## src/rtl/power_pkg.sv

```systemverilog
// power_pkg: fixed-point widths, FSM encoding and the unit constant shared with the division/root blocks.
package power_pkg;
    localparam int IN_W     = 10;
    localparam int EXP_W    = 3;
    localparam int OUT_FRAC = 20;
    localparam int OUT_W    = OUT_FRAC + 1;
    localparam int PART_W   = OUT_W + IN_W;
    localparam int CNT_W    = $clog2(IN_W);
    localparam logic [OUT_W-1:0] ONE = OUT_W'(1) << OUT_FRAC;

    typedef enum logic [1:0] {IDLE, LOAD, MUL, DONE} state_t;
endpackage

```

## src/rtl/power_mul_step.sv

```systemverilog
// power_mul_step: IN_W-cycle LSB-first shift-add multiply of acc by fraction x, truncated back to Q1.OUT_FRAC.
// Bit 0 is consumed in the start cycle and done is combinational in the last bit cycle, so each multiply costs exactly IN_W cycles.
module power_mul_step
    import power_pkg::*;
(
    input  logic             clk,
    input  logic             rst_n,
    input  logic             start,
    input  logic [OUT_W-1:0] acc,
    input  logic [IN_W-1:0]  x,
    output logic             busy,
    output logic             done,
    output logic [OUT_W-1:0] prod
);
    logic              busy_q, busy_d;
    logic [CNT_W-1:0]  bitcnt_q, bitcnt_d;
    logic [PART_W-1:0] partial_q, partial_d;
    logic [PART_W-1:0] term, sum;
    logic              active;

    always_comb begin
        active    = busy_q | start;
        term      = x[bitcnt_q] ? (PART_W'(acc) << bitcnt_q) : '0;
        sum       = partial_q + term;
        done      = active && (bitcnt_q == CNT_W'(IN_W - 1));
        prod      = OUT_W'(sum >> IN_W);
        busy_d    = active && !done;
        bitcnt_d  = done ? '0 : (active ? bitcnt_q + 1'b1 : bitcnt_q);
        partial_d = done ? '0 : (active ? sum : partial_q);
    end

    always_ff @(posedge clk or negedge rst_n) begin
        if (!rst_n) begin
            busy_q    <= 1'b0;
            bitcnt_q  <= '0;
            partial_q <= '0;
        end else begin
            busy_q    <= busy_d;
            bitcnt_q  <= bitcnt_d;
            partial_q <= partial_d;
        end
    end

    assign busy = busy_q;
endmodule

```

## src/rtl/power.sv

```systemverilog
// power: x^n for an unsigned Q0.IN_W base and small integer exponent, result in Q1.OUT_FRAC.
// Sequences power_mul_step n times starting from 1.0; the strobe fires on entry to DONE.
module power
    import power_pkg::*;
(
    input  logic             clk,
    input  logic             rst_n,
    input  logic             in_valid,
    input  logic [IN_W-1:0]  in_data_1,
    input  logic [EXP_W-1:0] in_data_2,
    output logic             out_valid,
    output logic [OUT_W-1:0] out_data
);
    state_t           state_q, state_d;
    logic [IN_W-1:0]  x_q, x_d;
    logic [EXP_W-1:0] n_q, n_d;
    logic [EXP_W-1:0] rem_q, rem_d;
    logic [OUT_W-1:0] acc_q, acc_d;
    logic             out_valid_q, out_valid_d;
    logic [OUT_W-1:0] out_data_q, out_data_d;
    logic             mul_start, mul_busy, mul_done;
    logic [OUT_W-1:0] mul_prod;

    assign mul_start = (state_q == MUL) && (rem_q != '0) && !mul_busy;

    power_mul_step u_mul (
        .clk   (clk),
        .rst_n (rst_n),
        .start (mul_start),
        .acc   (acc_q),
        .x     (x_q),
        .busy  (mul_busy),
        .done  (mul_done),
        .prod  (mul_prod)
    );

    always_comb begin
        state_d     = state_q;
        x_d         = x_q;
        n_d         = n_q;
        rem_d       = rem_q;
        acc_d       = acc_q;
        out_valid_d = 1'b0;
        out_data_d  = out_data_q;
        case (state_q)
            IDLE: begin
                if (in_valid) begin
                    x_d     = in_data_1;
                    n_d     = in_data_2;
                    state_d = LOAD;
                end
            end
            LOAD: begin
                if (in_valid) begin
                    x_d = in_data_1;
                    n_d = in_data_2;
                end else begin
                    acc_d   = ONE;
                    rem_d   = n_q;
                    state_d = MUL;
                end
            end
            MUL: begin
                if (mul_done) begin
                    acc_d = mul_prod;
                    rem_d = rem_q - 1'b1;
                end else if (rem_q == '0 && !mul_busy) begin
                    state_d     = DONE;
                    out_valid_d = 1'b1;
                    out_data_d  = acc_q;
                end
            end
            default: state_d = IDLE;
        endcase
    end

    always_ff @(posedge clk or negedge rst_n) begin
        if (!rst_n) begin
            state_q     <= IDLE;
            x_q         <= '0;
            n_q         <= '0;
            rem_q       <= '0;
            acc_q       <= '0;
            out_valid_q <= 1'b0;
            out_data_q  <= '0;
        end else begin
            state_q     <= state_d;
            x_q         <= x_d;
            n_q         <= n_d;
            rem_q       <= rem_d;
            acc_q       <= acc_d;
            out_valid_q <= out_valid_d;
            out_data_q  <= out_data_d;
        end
    end

    assign out_valid = out_valid_q;
    assign out_data  = out_data_q;
endmodule
```

## config.mk

```make
export PLATFORM = sky130hd
export DESIGN_NAME = power
export DESIGN_NICKNAME = d
export VERILOG_FILES = /design/src/rtl/power_pkg.sv /design/src/rtl/power_mul_step.sv /design/src/rtl/power.sv
export SDC_FILE = /design/constraint.sdc
export NUM_CORES = 1
export LEC_CHECK = 0
export CAP_MARGIN = 30
export CORE_ASPECT_RATIO = 0.5
export CORE_MARGIN = 1
export CORE_UTILIZATION = 57
export DETAILED_ROUTE_END_ITERATION = 10
export DONT_BUFFER_PORTS = 1
export PLACE_DENSITY = 0.76
export SLEW_MARGIN = 15
export SYNTH_ARGS = -nofsm -noshare
export SYNTH_HDL_FRONTEND = slang
export SYNTH_SLANG_ARGS = --single-unit
```

## constraint.sdc

```tcl
create_clock -name clk -period 5.1 [get_ports clk]
set_input_delay 0 -clock clk [delete_from_list [all_inputs] [get_ports clk]]
set_output_delay 0 -clock clk [all_outputs]
set_load 0.02 [all_outputs]
```

== After elaboration in Yosys (flattened, before gate mapping) ==
Cells that the tools add are included.
Word-level totals
  register bits: 97
  logic and storage cells: 63
  output and inout port bits: 22
  bits of input ports: 16
Operators by class
  reduce and logical (&&, ||, !) cells: 17
  mux-type cells: 21
  add/sub/neg operators: 3
  shifts and indexed selects: 1
  equal/unequal tests: 8
  $lt $le $gt $ge: 1
  bitwise gates (word level): 2
Operators by type and width (count)
  31-bit 2-to-1 mux: 3
  21-bit 2-to-1 mux: 2
  21-bit one-hot mux with 2 select lines: 1
  31-bit adder: 1
  21-bit by 4-bit << shifter with 31-bit output: 1
  2-bit 2-to-1 mux: 4
  4-bit 2-to-1 mux: 2
  2-bit inequality test (second input constant): 4
  3-bit 2-to-1 mux: 2
  2-bit one-hot mux with 3 select lines: 1
  3-bit one-hot mux with 2 select lines: 1
  3-bit AND reduction: 2
  1-bit logical AND: 5
  4-bit by 5-bit less-than comparator with 1-bit output (second input constant): 1
  4-bit by 1-bit adder with 4-bit output (second input constant): 1
  1-bit binary-select mux with 4-bit select: 1
  4-bit == test (second input constant): 1
  1-bit 2-to-1 mux: 4
  4-bit AND reduction: 1
  2-bit nonzero test: 2
  3-bit logical NOT: 1
  3-bit nonzero test: 1
  3-bit by 1-bit subtractor with 3-bit output (second input constant): 1
  2-bit by 1-bit == test with 1-bit output (second input constant): 1
  other kinds (8): 9

== Logic depth before layout (Yosys ltp) ==
  word-level depth: 7
  gate-level depth with buffers: 17
  mapped depth without buffers: 14

== Modules after synthesis ==
A second synthesis with hierarchy kept.
Second synthesis, totals
  cells, all modules: 710
  area total of the unflattened synthesis: 6785.3 µm²
Modules (own cells, without submodules)
  power_mul_step: area each 4105.2 µm², times used 1, cells each 500, sequential area each 900.9 µm²
  power: area each 2680.1 µm², times used 1, cells each 210, sequential area each 1526.5 µm²

== Least setup slack after synthesis ==
Ideal clock, no wire load.
  kind: register to register
  start point: register u_mul.bitcnt_q[0]
  end point: register acc_q[16]
  arrival time: 3.711 ns
  buffers on the path: 3
  required time: 4.976 ns
  setup slack: 1.265 ns
  stages on the path, launching flop included: 15
  clock period less this slack: 3.835 ns
  setup time: 0.124 ns
  path through: dfrtp_1 > buf_2 > buf_1 > mux4_2 > mux2i_1 > o22ai_1 > ha_1 > and3_1 > buf_4 > o211ai_1 > or3_4 > a31oi_4 > nand2_1 > mux2i_1 > a211o_1
On the way
  longest elaborated chain between the ends: 6
  elaborated cells on any way between the ends: 11
  those cells by class: add/sub: 1; eq/ne: 2; shift: 1; mux: 5; reduce/logical: 2
Ends and longest elaborated chain
  from (decl): RTL line power_mul_step.sv:16  | logic [CNT_W-1:0] bitcnt_q, bitcnt_d;
  from (signal assigned): RTL line power_mul_step.sv:39  | bitcnt_q <= bitcnt_d;
  1-bit binary-select mux with 4-bit select: RTL line power_mul_step.sv:23  | term = x[bitcnt_q] ? (PART_W'(acc) << bitcnt_q) : '0;
  1-bit 2-to-1 mux (not written as such): RTL line power_mul_step.sv:23
  31-bit 2-to-1 mux: RTL line power_mul_step.sv:23
  31-bit adder: RTL line power_mul_step.sv:24  | sum = partial_q + term;
  21-bit 2-to-1 mux: RTL line power.sv:64  | if (mul_done) begin
  21-bit one-hot mux with 2 select lines: RTL line power.sv:45  | case (state_q)
  to (signal assigned): RTL line power.sv:83  | acc_q <= '0;
  to (signal assigned): RTL line power.sv:91  | acc_q <= acc_d;
  to (decl): RTL line power.sv:18  | logic [OUT_W-1:0] acc_q, acc_d;
Parallel ways exist; a longest one is shown, timed or not. The select of a mux whose other input is x is not followed.
A chain may end at the register's enable or synchronous reset.

== Final worst setup path ==
  start point: register u_mul.bitcnt_q[0]
  end point: register acc_q[13]
Same word-level chain as after synthesis.

==> impl_metrics.py <==
metrics = {
    "clocking": {
        "clk_latency_ns": 0.36,
        "h-tree-depth": 3,
        "clockBufferDepth": 2,
        "cts_resized": 0,
        "cts_inserted_buffers": 9,
        "clkTransAtPathRegs_ns": 0.08,
        "cts.root.buffer_cell": "clkbuf_16",
        "cts.sinks": 97,
        "cts_tree": "built",
    },
    "pwr": {
        "cellPowerDensity_mw_per_mm2": 669,
        "p_leak_uw": 0.00323,
        "vdd_ir_drop_max_v": 0.000382,
    },
    "placement": {
        "portBuffers": 0,
        "place_area_mm2": 0.00672,
        "gp_congestion": 0.997,
        "dp.cells": 817,
        "dp.final_hpwl_mm": 13.5,
    },
    "timing": {
        "max_slew_margin_pct": 32.5,
        "maxSlewViolCount": 0,
        "fmax_mhz": 219,
        "min_period_ns": 4.57,
        "finalSetupTns_ns": 0,
        "skew_ns": 0.00775,
        "rsz0062_at_grt": "false",
        "finalHoldViolCount": 0,
        "setup_viol": 0,
        "post-route-period-util_pct": 89.6,
        "tightest_slew_ns": 1.01,
    },
    "drt": {
        "drc_errors": 0,
        "ant_nets": 0,
        "dr_total_vias": 5707,
        "via_per_inst": 6.72,
        "drtIter0Drc": 488,
        "detail_route.wirelength_mm": 18.5,
        "firstDrtPassIters": 6,
        "avgRoutedWirePerCell_um": 21.8,
    },
    "yosys": {
        "synth-seq-cells": 97,
        "netlist_area_mm2": 0.00662,
        "synthesis.nets": 765,
        "synth_edf_count": 0,
        "yosysWarnings": 0,
        "async_reset_ff_share_pct": 100,
        "ys_seq_area_share_pct": 36.7,
        "synth_cells": 710,
        "synth.distinct_cells": 65,
        "synth.avg_cell_area_um2": 9.32,
        "synthFlopType": "dfrtp_1",
    },
    "worst_setup_path": {
        "arrival_ns": 4.82,
        "cpMaxStageDelayCell": "dfrtp_2",
        "worst-setup-path-type": "flop to flop",
        "required_ns": 5.35,
        "worstPathCellList": "mux4_2, nand2_1, and2_1, o22ai_1, ha_1, and4_1, nand2_1, a21oi_1, o31ai_1, a2111oi_2, mux2i_1, nand2_1",
        "reg2regPathDepth": 12,
        "end_kind": "flop",
        "cp_common_cell": "nand2_1",
        "critical_path.max_stage_delay_ns": 0.64,
        "cp_max_fo": 21,
        "worst_setup_path_start_kind": "flop",
    },
    "status": {
        "status": "finished, final reports clean",
    },
    "die": {
        "die_width_um": 154,
        "rows": 27,
        "die-area_mm2": 0.0121,
        "fp.dieH_um": 78.2,
        "initial_core_util_pct": 59.3,
        "num_io_pins": 38,
        "core_area_mm2": 0.0111,
    },
    "final_layout": {
        "most-common-layout-cells": "96 x dfrtp_1, 73 x nand2_1, 59 x a21oi_1, 45 x nor2_1, 41 x o21ai_0",
        "multiInputGateArea_mm2": 0.00396,
        "final_common_cell": "dfrtp_1",
        "fin_util_pct": 64.5,
        "fin_nets": 754,
        "area_growth_pct": 8.74,
        "seq_area_mm2": 0.00243,
        "layoutNonFillerInstCount": 849,
        "fill_cells": 942,
        "post-route-cell-area_mm2": 0.00719,
        "drive_gt1_share_pct": 12.6,
        "antenna_cells": 0,
    },
    "global_route": {
        "grt_start_max_net_pins": 98,
        "grt_pass1_vias": 5494,
        "antenna_found_initial": 0,
        "gr-total-overflow": 0,
        "grt_pass1_wl_mm": 29.5,
        "grt_usage_pct": 32.2,
    },
    "hold_path": {
        "hold-path-cell-count": 2,
        "holdCritPathClass": "input pin to flop",
    },
    "run": {
        "cap_violations": 0,
    },
}
critical path, delay by kind of cell, from the launching register on:
kind,cells,cell delay [ns]
AO/OA/AOI/OAI,4,1.39
adder cells (fa/ha/maj),1,0.46
flip-flops,1,0.64
multiplexers,2,0.84
AND/OR/NAND/NOR,5,1.12
synth_stat cells, types with 4 or more instances:
| cell type | count | share of area (%) |
|---|---|---|
| dfrtp_1 | 97 | 37 |
| nand2_1 | 73 | 4.1 |
| a21oi_1 | 60 | 4.5 |
| nor2_1 | 46 | 2.6 |
| o21ai_0 | 42 | 3.2 |
| ha_1 | 38 | 7.2 |
| mux2_2 | 38 | 6.5 |
| clkbuf_1 | 36 | 2.0 |
| mux2i_1 | 24 | 3.6 |
| nand3_1 | 21 | 1.6 |
| a22o_1 | 17 | 2.3 |
| o22ai_1 | 16 | 1.5 |
| inv_1 | 14 | 0.79 |
| xnor2_1 | 13 | 1.7 |
| a21o_1 | 12 | 1.4 |
| nand4_1 | 11 | 1.0 |
| nor3_1 | 11 | 0.83 |
| mux4_2 | 10 | 3.4 |
| a211oi_1 | 8 | 0.91 |
| a31oi_1 | 8 | 0.76 |
| and3_1 | 8 | 0.76 |
| o31ai_1 | 8 | 0.91 |
| buf_1 | 7 | 0.40 |
| nor2b_1 | 7 | 0.66 |
| xor2_1 | 7 | 0.93 |
| and2_1 | 6 | 0.57 |
| o211ai_1 | 6 | 0.68 |
| nand4b_1 | 5 | 0.66 |
| a221oi_1 | 4 | 0.53 |
| a22oi_1 | 4 | 0.45 |
cells by family after synthesis:
group	after synthesis	share of synthesized area, %
adders and majority gates	39	7.49
xor gates and xnor gates	20	2.65
buffers and inverters	64	3.78
muxes	72	13.5
DFF	97	36.7
AOI/OAI and AO/OA	215	21.4
and+or+nand+nor	203	14.5
metrics by stage:
stage,hold slack (ns),total power [uW],worst slack (ns)
detailed placement,-0.294,4040,0.653
finish,0.0301,4820,0.532
floorplan,-0.296,3330,1.27
CTS,0.0298,4760,0.637
global placement,-0.293,3980,0.707
global route,0.0546,5150,0.283
final timing paths:
kind                                          from                 end  slack, ns
max in group asynchronous                    rst_n  u_mul.partial_q[5]       4.48
worst min register to register  u_mul.partial_q[8]  u_mul.partial_q[8]       0.49
worst min-delay path                      in_valid              n_q[2]       0.03
worst max register to register   u_mul.bitcnt_q[0]           acc_q[13]       0.53
worst max-delay path             u_mul.bitcnt_q[0]           acc_q[13]       0.53
min in group asynchronous                    rst_n              x_q[1]       0.19
area by class of cell:
class,count,share of cell area [%]
Multi-Input combinational cell,549,55.0
Clock inverter,7,0.991
Tap cell,145,2.52
Sequential cell,97,33.8
Clock buffer,9,3.13
Timing Repair Buffer,27,3.83
Inverter,15,0.783
metal layers:
layer | GRT usage, % | share of wire, %
met5 | 0 | 0
met4 | 10.5 | 1.7
met3 | 8.39 | 8.8
met2 | 49.3 | 44
met1 | 44.9 | 46
flip-flops by register name (all words and copies together) (netlist names):
signal,cells
state_q,2
x_q,10
rem_q,3
u_mul.bitcnt_q,4
u_mul.partial_q,31
u_mul.busy,1
n_q,3
out_valid,1
acc_q,21
out_data,21
power breakdown:
part           internal, uW  switching [uW]
registers              1060             350
clock network           347             339
logic                  1060            1660
total                  2470            2350
timing repair:
action                                 CTS  global route
hold buffers                            16             0
endpoints found under the hold margin  113             0
setup buffers                            0             0
Power figures use the tool's default switching activity.
